`src/rtl/dual_port_ram_be.sv`:
```
// Simple dual-port RAM with per-lane write enables, a post-reset clear
// sweep, configurable read latency and read/write collision policy.
module dual_port_ram_be #(
  parameter int WIDTH      = 8,
  parameter int ADDR_WIDTH = 3,
  parameter int DEPTH      = 8,
  parameter int BYTE_W     = 8,
  parameter int RD_LATENCY = 1,
  parameter int RW_MODE    = 0,
  localparam int NBE       = WIDTH / BYTE_W
) (
  input  logic                  clk,
  input  logic                  rst,
  input  logic [WIDTH-1:0]      din,
  input  logic                  we,
  input  logic [NBE-1:0]        be,
  input  logic [ADDR_WIDTH-1:0] w_addr,
  input  logic                  re,
  input  logic [ADDR_WIDTH-1:0] r_addr,
  output logic [WIDTH-1:0]      dout,
  output logic                  dout_valid,
  output logic                  init_busy
);

  localparam logic [ADDR_WIDTH:0] DEPTH_L =
    (ADDR_WIDTH+1)'(DEPTH);
  localparam logic [ADDR_WIDTH-1:0] LAST =
    ADDR_WIDTH'(DEPTH - 1);

  typedef enum logic {
    CLEAR,
    READY
  } state_t;

  state_t                state;
  logic [ADDR_WIDTH-1:0] clr_cnt;

  logic [WIDTH-1:0] ram [DEPTH];

  logic             w_ok;
  logic             r_ok;
  logic             wr_acc;
  logic             rd_acc;
  logic             hit;
  logic [WIDTH-1:0] old_word;
  logic [WIDTH-1:0] new_word;
  logic [WIDTH-1:0] rd_word;

  always_comb begin
    w_ok   = {1'b0, w_addr} < DEPTH_L;
    r_ok   = {1'b0, r_addr} < DEPTH_L;
    wr_acc = (state == READY) && we && w_ok;
    rd_acc = (state == READY) && re;
    hit    = wr_acc && r_ok && (w_addr == r_addr);
  end

  always_comb begin
    old_word = '0;
    if (r_ok) old_word = ram[r_addr];
  end

  // Merged word a write-first collision must return.
  always_comb begin
    new_word = old_word;
    for (int i = 0; i < NBE; i++) begin
      if (be[i])
        new_word[i*BYTE_W +: BYTE_W] = din[i*BYTE_W +: BYTE_W];
    end
  end

  always_comb begin
    rd_word = old_word;
    if (RW_MODE == 1 && hit) rd_word = new_word;
  end

  always_ff @(posedge clk or posedge rst) begin
    if (rst) begin
      state     <= CLEAR;
      clr_cnt   <= '0;
      init_busy <= 1'b1;
    end else begin
      unique case (state)
        CLEAR: begin
          clr_cnt <= clr_cnt + ADDR_WIDTH'(1);
          if (clr_cnt == LAST) begin
            state     <= READY;
            init_busy <= 1'b0;
            clr_cnt   <= '0;
          end
        end
        READY: begin
          state     <= READY;
          init_busy <= 1'b0;
        end
      endcase
    end
  end

  // Storage has no reset; contents come from the sweep.
  always_ff @(posedge clk) begin
    if (state == CLEAR && !rst) begin
      ram[clr_cnt] <= '0;
    end else if (wr_acc) begin
      for (int i = 0; i < NBE; i++) begin
        if (be[i])
          ram[w_addr][i*BYTE_W +: BYTE_W] <=
            din[i*BYTE_W +: BYTE_W];
      end
    end
  end

  if (RD_LATENCY == 2) begin : g_lat2
    logic             s1_v;
    logic [WIDTH-1:0] s1_d;

    always_ff @(posedge clk or posedge rst) begin
      if (rst) begin
        s1_v       <= 1'b0;
        s1_d       <= '0;
        dout       <= '0;
        dout_valid <= 1'b0;
      end else begin
        s1_v       <= rd_acc;
        dout_valid <= s1_v;
        if (rd_acc) s1_d <= rd_word;
        if (s1_v) dout <= s1_d;
      end
    end
  end else begin : g_lat1
    always_ff @(posedge clk or posedge rst) begin
      if (rst) begin
        dout       <= '0;
        dout_valid <= 1'b0;
      end else begin
        dout_valid <= rd_acc;
        if (rd_acc) dout <= rd_word;
      end
    end
  end

endmodule

```
`config.mk`:
```
export PLATFORM = sky130hd
export DESIGN_NAME = dual_port_ram_be
export DESIGN_NICKNAME = d
export VERILOG_FILES = /design/src/rtl/dual_port_ram_be.sv
export SDC_FILE = /design/constraint.sdc
export NUM_CORES = 1
export LEC_CHECK = 0
export ABC_AREA = 0
export ABC_CLOCK_PERIOD_IN_PS = 2400
export CAP_MARGIN = 20
export CORE_MARGIN = 3
export CORE_UTILIZATION = 41
export CTS_CLUSTER_SIZE = 28
export DETAILED_ROUTE_END_ITERATION = 6
export GPL_TIMING_DRIVEN = 0
export HOLD_SLACK_MARGIN = 0.1
export PLACE_DENSITY_LB_ADDON = 0.05
export SYNTH_ARGS = -nofsm -noshare
export SYNTH_HDL_FRONTEND = slang
export SYNTH_SLANG_ARGS = --single-unit
```
`constraint.sdc`:
```
create_clock -name clk -period 2.4 [get_ports clk]
set_clock_uncertainty 0.1 [all_clocks]
set_input_delay 0.48 -clock clk [delete_from_list [all_inputs] [get_ports clk]]
set_output_delay 0.48 -clock clk [all_outputs]
set_load 0.03 [all_outputs]
```
* After elaboration in Yosys (flattened, before gate mapping) *
Memories as Yosys holds them, arrays and structs flattened. A register that Yosys moved wholly into a read port is not among the register bits.
Index checks and enable logic that the tools add are counted.

operators by class
  add/sub/neg operators = 1
  eq/ne operators = 2
  multiplexer cells = 14
  bitwise operators = 1
  reductions and logical operators = 5

operators by type and width
  cell                 count
  $mux 1               9
  $mux 8               1
  $reduce_or 8->1      1
  $mux 3               2
  $pmux 1 s2           2
  $add 3x1->3 const B  1
  $eq 3x3->1 const B   1
  $logic_and 1x1->1    3
  $ne 2x2->1 const B   1
  $logic_not 1->1      1
  $not 1->1            1

word-level totals
  bits in registers = 6
  bits in writable memories = 64
  output and inout port bits = 10
  word-level logic and storage cells = 28
  memories = 1

memory list
  name  words  bits a word  rd ports  clocked after Yosys merged registers in  write ports  line  source
  ram   8      8            1         1                                        1            38    logic [WIDTH-1:0] ram [DEPTH];

* Depth between registers and ports, before layout *
  word-level depth = 6
  mapped depth = 5
  gate-level depth less buffers = 4

* Least setup slack after synthesis *
OpenSTA, ideal clock, no wires.

  path kind = input port to flip-flop
  from = input be
  to = memory ram[2][0], enable pin
  data arrival time = 1.677 ns
  data required time = 1.917 ns
  path slack = 0.240 ns
  cell stages on the path = 3
  buffers on the path = 0
  cell sequence = and3_4 -> mux2_2 -> nor3_1

on the way
  word-level cells in the longest chain between the ends = 6

ends and longest elaborated chain
  item                                        line  source
  from (decl)                                 16    input logic [NBE-1:0] be,
  $mux 1 *                                    105   if (be[i])
  $mux 1 *                                    103   end else if (wr_acc) begin
  $mux 1 *                                    101   if (state == CLEAR && !rst) begin
  $mux 1 (implied by the code) *              106   ram[w_addr][i*BYTE_W +: BYTE_W] <=
  $reduce_or 8->1 (no line)                   -
  $mux 3 (no line) or $mux 1 (tied branches)  -
  to (decl)                                   38

Mark *: on every way between the ends. The rest lies on a longest branch, timed or not.

* Final worst setup path *
  from = input we
  to = memory ram[5][6], enable pin

on the way
  word-level cells in the longest chain between the ends = 6

ends and longest elaborated chain
  item                                        line  source
  from (decl)                                 15    input logic we,
  $logic_and 1x1->1 *                         52    wr_acc = (state == READY) && we && w_ok;
  $mux 1 *                                    103
  $mux 1 *                                    101
  $mux 1 (implied by the code) *              106
  $reduce_or 8->1 (no line)                   -
  $mux 3 (no line) or $mux 1 (tied branches)  -

Marks and branches as above.

==> reports/qor.txt <==
Area of the core: 7410 µm²
Sequential area share after synthesis: 71.0%
Post-synth design cell area: 3200 µm²
Peak supply drop: 0.391 mV
Synth Warn #: 0
Most common cell after layout, fill and taps aside: edfxtp_1
Area post-placement: 3650 µm²
Pwr dens: 704 nW/µm²
Share of Yosys cell area claimed by the top area cell type: 60.0%
Leak Pwr: 0.00149 µW
Largest net degree at the start of global routing: 15
CTS tree: built
Area Overhead vs Synth: 21.5%
Post-route insts no fill: 341
Max-slew violation count: 0
CTS buffer count: 9
Chip Width: 94.4 µm
Fillcell total: 629
Post-DP HPWL: 4530 µm
Final setup viols: 16
Number of max-cap violations: 0
Total number of vias: 1,757
Syn Inst Count: 193
Total global-route track usage: 15.4%
Global route overflow: 0
Clk_lat worst skew: 340 ps
FMAX: 0.404 GHz
Placed Instances: 325
Routability cong.: 0.741
Die Ht: 94.4 µm
RSZ-0062 raised after global routing: true
Post-Synthesis Net Count: 214
Root Driver: clkbuf_8
WL final: 6330 µm
Most frequent cells in the layout: edfxtp_1, clkdlybuf4s50_1, mux2_2
Clock tree buffer depth: 2
Final WS setup: -72.6 ps
Hold crit path type: flop to flop
Max_slew headroom: 40.6%
Period utilisation layout: 103%
Crit path capture type: flop
Drt pass-1 iters: 4
Crit path arrival time: 2340 ps
DR WL/cell: 18.6 µm
Initial DRC Count: 64
Worst-Margin Slew: 886 ps
DR vias/cell: 5.15
Hold Vio Cnt, Final: 0
Yosys reg bits: 78
Port-buffer cells: 27
Area contributors post-synth: edfxtp_1, dfrtp_1, mux2_2
Kind of critical path: primary input to flop
Starting Density: 43.2%
Setup TNS: -850 ps
First-pass GRT wire length: 9610 µm
Failing checks: negative setup slack
Worst setup SP type: primary input
Nets: 258
Clk pin slew, worst setup/hold paths: 70 ps
Vias in the first global route: 1,781
IO Pins: 29
Total Power: 2740 µW
Largest fanout on the critical path: 10
Req. time, crit path: 2270 ps
Clk sinks: 78
Status: finished, violations left
Synth unique cells: 27
Share of cells above drive strength 1: 24.4%
Largest area contributor in the netlist: edfxtp_1
Worst Reg-to-Reg Cells: 5
Post-route cell area: 3890 µm²
Hold buffer count at cts: 0
FP Rows: 31
Minimum clock period: 2470 ps
Synth Area per Inst: 16.6 µm²
Initial antenna violation count: 0
Ant diodes: 0
Die area: 8900 µm²
Hold depth: 2
H-tree depth: 3
Post-route ant nets: 0
# DRC: 0
Pre-CTS WS: -447 ps
worst max-delay path, stage by stage:
cell,delay [ps]
clkdlybuf4s50_1,510
and3_4,210
buf_4,170
mux2i_1,180
nor3_2,780
registers in the layout (all words and copies together), names as in the netlist:
signal,flops
state,1
init_busy,1
dout,8
clr_cnt,3
ram,64
dout_valid,1
synthesized netlist by cell type:
master	instances
o21ai_0	1
o31ai_2	1
buf_4	1
nor3_1	9
clkbuf_1	2
edfxtp_1	64
dfstp_2	1
nor2_1	2
and3_4	1
buf_12	2
and2_1	8
o31ai_1	7
nand2b_1	1
buf_6	3
mux2i_1	18
nand2_1	11
mux2_2	20
buf_1	1
dfrtp_1	13
inv_1	4
o22ai_1	8
a41oi_1	2
nor2b_1	1
a22o_1	8
or2_2	1
ha_1	2
nor3b_1	1
what timing repair did:
action / 4_1_cts / 5_1_grt
gates cloned: 0 / 0
pin swaps: 0 / 0
setup endpoints to repair: 46 / 46
setup buffers: 0 / 0
resized for setup: 0 / 6
through the flow:
stage	hold WS [ps]	utilization [%]
floorplan	269	-
global placement	334	48.5
CTS	351	52.1
finish	357	52.5
detailed placement	338	49.3
global route	370	52.5
where the power goes:
part | switching, µW | leakage [µW] | total, µW | internal [µW]
Combinational | 132 | 0.000548 | 243 | 112
Clock | 443 | 0.000110 | 1000 | 559
Sequential | 10.4 | 0.000837 | 1490 | 1480
logic make-up (layout without fill, tap and decap cells):
group / after synthesis / count (layout) / share of synthesized area, %
AO/OA/AOI/OAI: 27 / 27 / 6.49
adder cells (fa/ha/maj): 2 / 2 / 0.782
buffers and inverters: 13 / 62 / 3.36
flip-flops: 78 / 78 / 71.0
multiplexers: 38 / 38 / 12.7
AND/OR/NAND/NOR: 35 / 35 / 5.67
area by class of cell:
| cell class | count | area [µm²] | share of cell area [%] |
|---|---|---|---|
| clock inverters | 4 | 43.8 | 1.13 |
| plain buffers | 9 | 92.6 | 2.38 |
| multi-input cells | 102 | 860 | 22.1 |
| clock buffers | 12 | 165 | 4.25 |
| flip-flops and latches | 78 | 2270 | 58.5 |
| well taps | 99 | 124 | 3.19 |
| inverters | 4 | 15.0 | 0.386 |
| repair buffers | 33 | 315 | 8.11 |
metal layers:
metal | vias to the layer above | track usage [%] | wire length, µm | part of all wire [%]
met5 | - | 0 | 0 | 0
met4 | 0 | 8.06 | 181 | 2.9
met3 | 14 | 2.87 | 295 | 4.7
met2 | 40 | 26.2 | 3280 | 52
met1 | 869 | 18.5 | 2570 | 41
li1 | 834 | - | - | -
final timing paths:
kind	startpoint	end	slack [ps]
max in group asynchronous	rst	dout[4]$_DFFE_PP0P_	1320
min	init_busy$_DFFE_PP1P_	init_busy$_DFFE_PP1P_	360
min reg2reg	init_busy$_DFFE_PP1P_	init_busy$_DFFE_PP1P_	360
min in group asynchronous	rst	dout[3]$_DFFE_PP0P_	500
max	we	ram[5][6]$_DFFE_PP_	-70
max reg2reg	state$_DFF_PP0_	ram[5][6]$_DFFE_PP_	90
(Power assumes the default switching activity.)
